File: config.mk
export PLATFORM = sky130hd
export DESIGN_NAME = fmap_stream_tx
export DESIGN_NICKNAME = d
export VERILOG_FILES = /design/src/rtl/fmap_stream_tx.sv
export SDC_FILE = /design/constraint.sdc
export NUM_CORES = 2
export LEC_CHECK = 0
export CAP_MARGIN = 40
export CORE_MARGIN = 1
export CORE_UTILIZATION = 35
export DETAILED_ROUTE_END_ITERATION = 12
export SYNTH_ARGS = -nofsm -noshare
export SYNTH_HDL_FRONTEND = slang
export SYNTH_SLANG_ARGS = --single-unit
File: constraint.sdc
create_clock -name clk -period 6.4 [get_ports clk]
set_clock_uncertainty 0.2 [all_clocks]
set_input_delay 0.64 -clock clk [delete_from_list [all_inputs] [get_ports clk]]
set_output_delay 0.64 -clock clk [all_outputs]
set_load 0.01 [all_outputs]
File: src/rtl/fmap_stream_tx.sv
// Frame-store transmitter: captures one HEIGHT x WIDTH feature map written sparsely in raster
// order, then replays it as a gap-free pixel stream with frame_start/frame_end markers.
module fmap_stream_tx #(
    parameter int WIDTH     = 12,
    parameter int HEIGHT    = 12,
    parameter int DATA_BITS = 12
) (
    input  logic                 clk,
    input  logic                 rst_n,
    input  logic                 valid_in,
    input  logic [DATA_BITS-1:0] data_in,
    output logic                 ready_in,
    input  logic                 hold,
    output logic [DATA_BITS-1:0] data_out,
    output logic                 valid_out,
    output logic                 frame_start,
    output logic                 frame_end,
    output logic                 err_drop
);

    localparam int N  = WIDTH * HEIGHT;
    localparam int AW = (N > 1) ? $clog2(N) : 1;
    localparam logic [AW-1:0] LAST = AW'(N - 1);

    typedef enum logic {
        FILL  = 1'b0,
        DRAIN = 1'b1
    } state_e;

    state_e               state_q;
    logic [AW-1:0]        wr_idx_q, wr_idx_d;
    logic [AW-1:0]        rd_idx_q, rd_idx_d;
    logic [DATA_BITS-1:0] data_out_q;
    logic                 valid_out_q;
    logic                 frame_start_q;
    logic                 frame_end_q;
    logic                 err_drop_q;
    logic                 wr_en;

    logic [DATA_BITS-1:0] mem [N];

    assign wr_idx_d = (wr_idx_q == LAST) ? '0 : wr_idx_q + AW'(1);
    assign rd_idx_d = (rd_idx_q == LAST) ? '0 : rd_idx_q + AW'(1);
    assign wr_en    = (state_q == FILL) && valid_in;

    // Frame memory is deliberately left out of reset; a stale frame is never read
    // because reset also returns the FSM to FILL with both indices at zero.
    always_ff @(posedge clk) begin
        if (wr_en) begin
            mem[wr_idx_q] <= data_in;
        end
    end

    always_ff @(posedge clk or negedge rst_n) begin
        if (!rst_n) begin
            state_q       <= FILL;
            wr_idx_q      <= '0;
            rd_idx_q      <= '0;
            data_out_q    <= '0;
            valid_out_q   <= 1'b0;
            frame_start_q <= 1'b0;
            frame_end_q   <= 1'b0;
            err_drop_q    <= 1'b0;
        end else begin
            valid_out_q   <= 1'b0;
            frame_start_q <= 1'b0;
            frame_end_q   <= 1'b0;
            err_drop_q    <= 1'b0;
            case (state_q)
                FILL: begin
                    if (valid_in) begin
                        wr_idx_q <= wr_idx_d;
                        if (wr_idx_q == LAST) begin
                            state_q <= DRAIN;
                        end
                    end
                end
                DRAIN: begin
                    err_drop_q <= valid_in;
                    if (!hold) begin
                        data_out_q    <= mem[rd_idx_q];
                        valid_out_q   <= 1'b1;
                        frame_start_q <= (rd_idx_q == '0);
                        frame_end_q   <= (rd_idx_q == LAST);
                        rd_idx_q      <= rd_idx_d;
                        if (rd_idx_q == LAST) begin
                            state_q <= FILL;
                        end
                    end
                end
            endcase
        end
    end

    assign ready_in    = (state_q == FILL);
    assign data_out    = data_out_q;
    assign valid_out   = valid_out_q;
    assign frame_start = frame_start_q;
    assign frame_end   = frame_end_q;
    assign err_drop    = err_drop_q;

endmodule

; Word-level counts from Yosys, hierarchy flattened
; Memory sizes are Yosys's and may differ from the RTL's. A register that Yosys moved wholly into a read port is not among the register bits.
; Cells that the tools add are included.
[word_totals]
reg_bits = 21
mem_bits_rw = 1728
inputBits = 16
output_inout_bits = 17
mem_count = 1
[mem_list]
columns = memory, depth, word_bits, read_ports, rd_clocked_by_memory_dff, write_ports, line_no
row1 = mem, 144, 12, 1, 1, 1, 40  ; logic [DATA_BITS-1:0] mem [N];
[op_classes]
add_sub_neg = 2
n_eq_ne = 2
n_mux = 16
n_bitwise = 2
reduce_logical = 5
[op_table]
columns = cell, n
row1 = adder 8 x 1 -> 8 bit (second input constant), 2
row2 = == test 8 bit (second input constant), 2
row3 = 2-to-1 mux 8 bit, 2
row4 = 2-to-1 mux 1 bit, 13
row5 = logical NOT 8 bit, 1
row6 = AND reduction 2 bit, 2
row7 = NOT 1 bit, 2
row8 = one-hot mux 1 bit (2 select lines), 1
row9 = logical AND 1 bit, 1
row10 = logical NOT 1 bit, 1

; Depth between registers and ports, before layout
[logic_depth]
depth_word = 4
ltp_mapped = 12
depth_no_buf = 6

; Worst setup path before layout
; Ideal clock, no wire load.
[synth_timing]
path_kind = in2reg
start = input port valid_in
end = memory mem[63][0] (enable)
setup_time_ns = 0.412
arrival_ns = 2.442
required_time_ns = 5.788
slack_ns = 3.346
stages = 4
path_buffers = 1
path_cell_list = nor2b_1 -> nand4_1 -> clkbuf_1 -> nor4_1
[synth_via]
elab_chain_cells = 3
[synth_lines]
columns = element, line_no
row1 = "start, declared", 10  ; input logic valid_in,
row2 = logical AND 1 bit, 44  ; assign wr_en = (state_q == FILL) && valid_in;
row3 = 2-to-1 mux 1 bit, 49  ; if (wr_en) begin
row4 = 2-to-1 mux 1 bit (not written as such), 50  ; mem[wr_idx_q] <= data_in;
row5 = "end, declared", 40
; No other way between the ends.

==> metrics.yaml <==
finalCritPeriodShare_pct: 66.6
finalSetupTns_ps: 0
wl_met1_um: 74700
rsz0062_at_grt: "no"
yosys.area.top_type: "edfxtp_1"
dp_hpwl_um: 107000
ys_seq_area_share_pct: 77.4
postCtsSetupBuffers: 0
nFillCells: 16700
report.final.slew_viol_count: 0
remaining_drc_errors: 0
htreeDepth: 4
dpl.cell_count: 5721
multi_input_area_um2: 14300
ys_types: 55
syn_to_final_growth_pct: 14.9
drive_gt1_share_pct: 26.2
vdd_drop_max_mv: 0.348
critical_path_buf_inv_count: 2
crit_slowest_cell: "dfrtp_4"
path_delay_family: "multiplexers"
vias_per_cell: 5.50
grt_util_all_layers_pct: 17.7
crit_required_ps: 6870
clock_power_share_pct: 31.9
finalSetupViolations: 0
regArea_um2: 52700
seqPwrFrac_pct: 41.7
crit_type: "flip-flop to flip-flop"
vias: 33300
finalInstanceArea_um2: 78200
final_util_pct: 40.6
synth-seq-cells: 1761
p_int_mw: 22.1
synth_edf_count: 1728
critPathMaxStageDelay_ps: 830
fp-row-count: 161
die_w_um: 443
tightest_slew_ps: 1010
cp_max_fo: 31
comb_power_share_pct: 26.4
ioPinCount: 33
synthTopCellsByArea: "edfxtp_1 76%, mux4_2 13%, mux2i_1 2.0%"
fin_ws_ps: 2140
crit_path_end_kind: "flip-flop"
wl_per_cell_um: 29.0
dr.max_layer_used: "met5"
synth-main-ff-cell: "edfxtp_1"
cts_root_buffer: "clkbuf_16"
status: "finished, final reports clean"
leakagePower_nw: 24.5
synthesis.nets: 3164
syn_area_per_cell_um2: 21.7
dieArea_um2: 196000
nNetsFinal: 3401
p_sw_share_pct: 29.9
yosys_warnings: 0
io_buffers: 32
antenna_found_initial: 6
fmax_mhz: 234
worstHoldPathType: "input pin to flip-flop"
wl_met3_um: 12700
synthArstFlopShare_pct: 1.87
wl_um: 175000
coreArea_um2: 193000
report.final.hold_viol_count: 0
clk_latency_ps: 820
slew_headroom_pct: 32.8
place_ws_ps: 2160
startpoint_type: "flip-flop"
finalCriticalPeriod_ps: 4260
synth_top_area_share_pct: 76.2
maxCapViolations: 0
antenna_left: 0
grt_pass1_wl_um: 250000
overflow: 0
layout.cells.non_filler: 6051
whs_ps: 77.5
cts_tree: "built"
wl_met2_um: 83200
gp_congestion: 0.881
cts_made_buffers: 177
power.density_cell_area_nw_per_um2: 404
syn_area_um2: 68100
clockBufferDepth: 3
clkTransAtPathRegs_ps: 70
drtIter0Drc: 4008
cts_sinks: 1761
grt_max_degree: 105
placed_cell_area_um2: 72600
worstPathCellList: "buf_4 -> buf_4 -> mux4_2 -> mux4_2 -> mux2i_1 -> nor2_1 -> nor4_1 -> o22ai_1"
power.total_mw: 31.6
grt_pass1_vias: 33200
switchingPower_mw: 9.42
syn_inst: 3142
crit_arrival_ps: 4740
initial_utilization_pct: 35.3
drtPass1Iterations: 7
die_y_um: 443
-- synthesized netlist by cell type, types with 6 or more instances --
cell and instances:
edfxtp_1 1728, mux4_2 404, nor2_1 181, mux2i_1 136, clkbuf_1 72, a21oi_1 50, buf_2 49, a22oi_1 45
nand2_1 44, nand3_1 34, o22ai_1 34, dfrtp_1 33, buf_4 29, buf_6 26, nor2b_1 23, a221oi_1 22
a22o_1 22, a211oi_1 19, nor3_1 14, o31ai_1 13, nor4_1 11, buf_1 10, mux2_2 10, and3_1 9
o21ai_0 9, o221ai_1 9, a2111oi_0 8, inv_1 7, xnor2_1 7, a31oi_1 6, ha_1 6, nand2b_1 6
nand4_1 6, or2_2 6
-- registers in the layout (all words and copies together), names as in the netlist, 8 cells and up --
name	flops
rd_idx_q	8
mem	1728
data_out	12
wr_idx_q	8
-- logic make-up after synthesis --
group	after synthesis	share of synthesized area, %
fa+ha+maj	6	0.110
simple gates	359	2.43
xor+xnor	11	0.142
buf+inv	196	1.63
mux	550	15.5
compound gates	259	2.72
flops	1761	77.4
-- worst reg2reg max path: cells and delay by family, from the launching register on --
kind	cells	cell delay [ps]
AO/OA/AOI/OAI	1	140
buffers and inverters	2	1160
flip-flops	1	830
multiplexers	3	1440
AND/OR/NAND/NOR	2	360
-- cell usage in the layout, fill, tap and decap left out, drive strengths merged, types with 10 or more instances in the layout --
cell,Yosys,layout
a22o,22,22
a22oi,45,45
clkdlybuf4s50,0,19
clkbuf,72,231
nor2b,23,23
mux4,404,404
mux2,10,10
nand2,44,44
nor2,181,181
dfrtp,33,33
a211oi,19,19
a221oi,22,22
o31ai,13,13
nor4,11,11
clkinv,1,68
nand3,34,34
inv,8,16
nor3,14,14
buf,115,222
bufinv,0,13
edfxtp,1728,1728
mux2i,136,136
o22ai,34,34
a21oi,50,50
-- cell type report --
type	instances	share of cell area (%)
flip-flops and latches	1761	67.4
multi-input cells	1185	18.3
clock buffers	229	6.08
well taps	2526	4.04
repair buffers	245	2.98
clock inverters	93	1.07
inverters	9	0.0432
diodes	3	0.00960
-- path summary, 6_finish.rpt --
| kind | start | to | slack (ps) | cells after the start |
|---|---|---|---|---|
| setup reg to reg | rd_idx_q[0] | data_out[10] | 2140 | 8 |
| hold reg to reg | data_out[10] | data_out[10] | 400 | 2 |
| hold / removal | data_in[7] | mem[73][7] | 80 | 1 |
| min in group asynchronous | rst_n | data_out[1] | 160 | 3 |
| setup / recovery | rd_idx_q[0] | data_out[10] | 2140 | 8 |
| max in group asynchronous | rst_n | valid_out | 5240 | 3 |
-- per-layer routing --
metal / vias to the layer above / global-route usage (%)
met5: - / 0
met2: 1343 / 27.8
li1: 13700 / -
met1: 18000 / 25.1
met4: 4 / 5.62
met3: 288 / 3.15
-- power groups by stage --
| stage | Clock (mW) | Combinational (mW) | Sequential, mW |
|---|---|---|---|
| 6_report | 10.1 | 8.34 | 13.1 |
| 5_1_grt | 10.7 | 8.74 | 13.1 |
| 4_1_cts | 10.2 | 8.40 | 13.1 |
| 3_5_place_dp | 0 | 8.38 | 13.4 |
| 3_3_place_gp | 0 | 8.23 | 13.4 |
| 2_1_floorplan | 0 | 5.72 | 13.1 |
-- timing repair --
action	4_1_cts	5_1_grt
hold buffers	2	0
setup endpoints to repair	0	0
hold endpoints to repair	33	0
resized for setup	0	0
No activity file was read; power rests on OpenSTA's default activity.
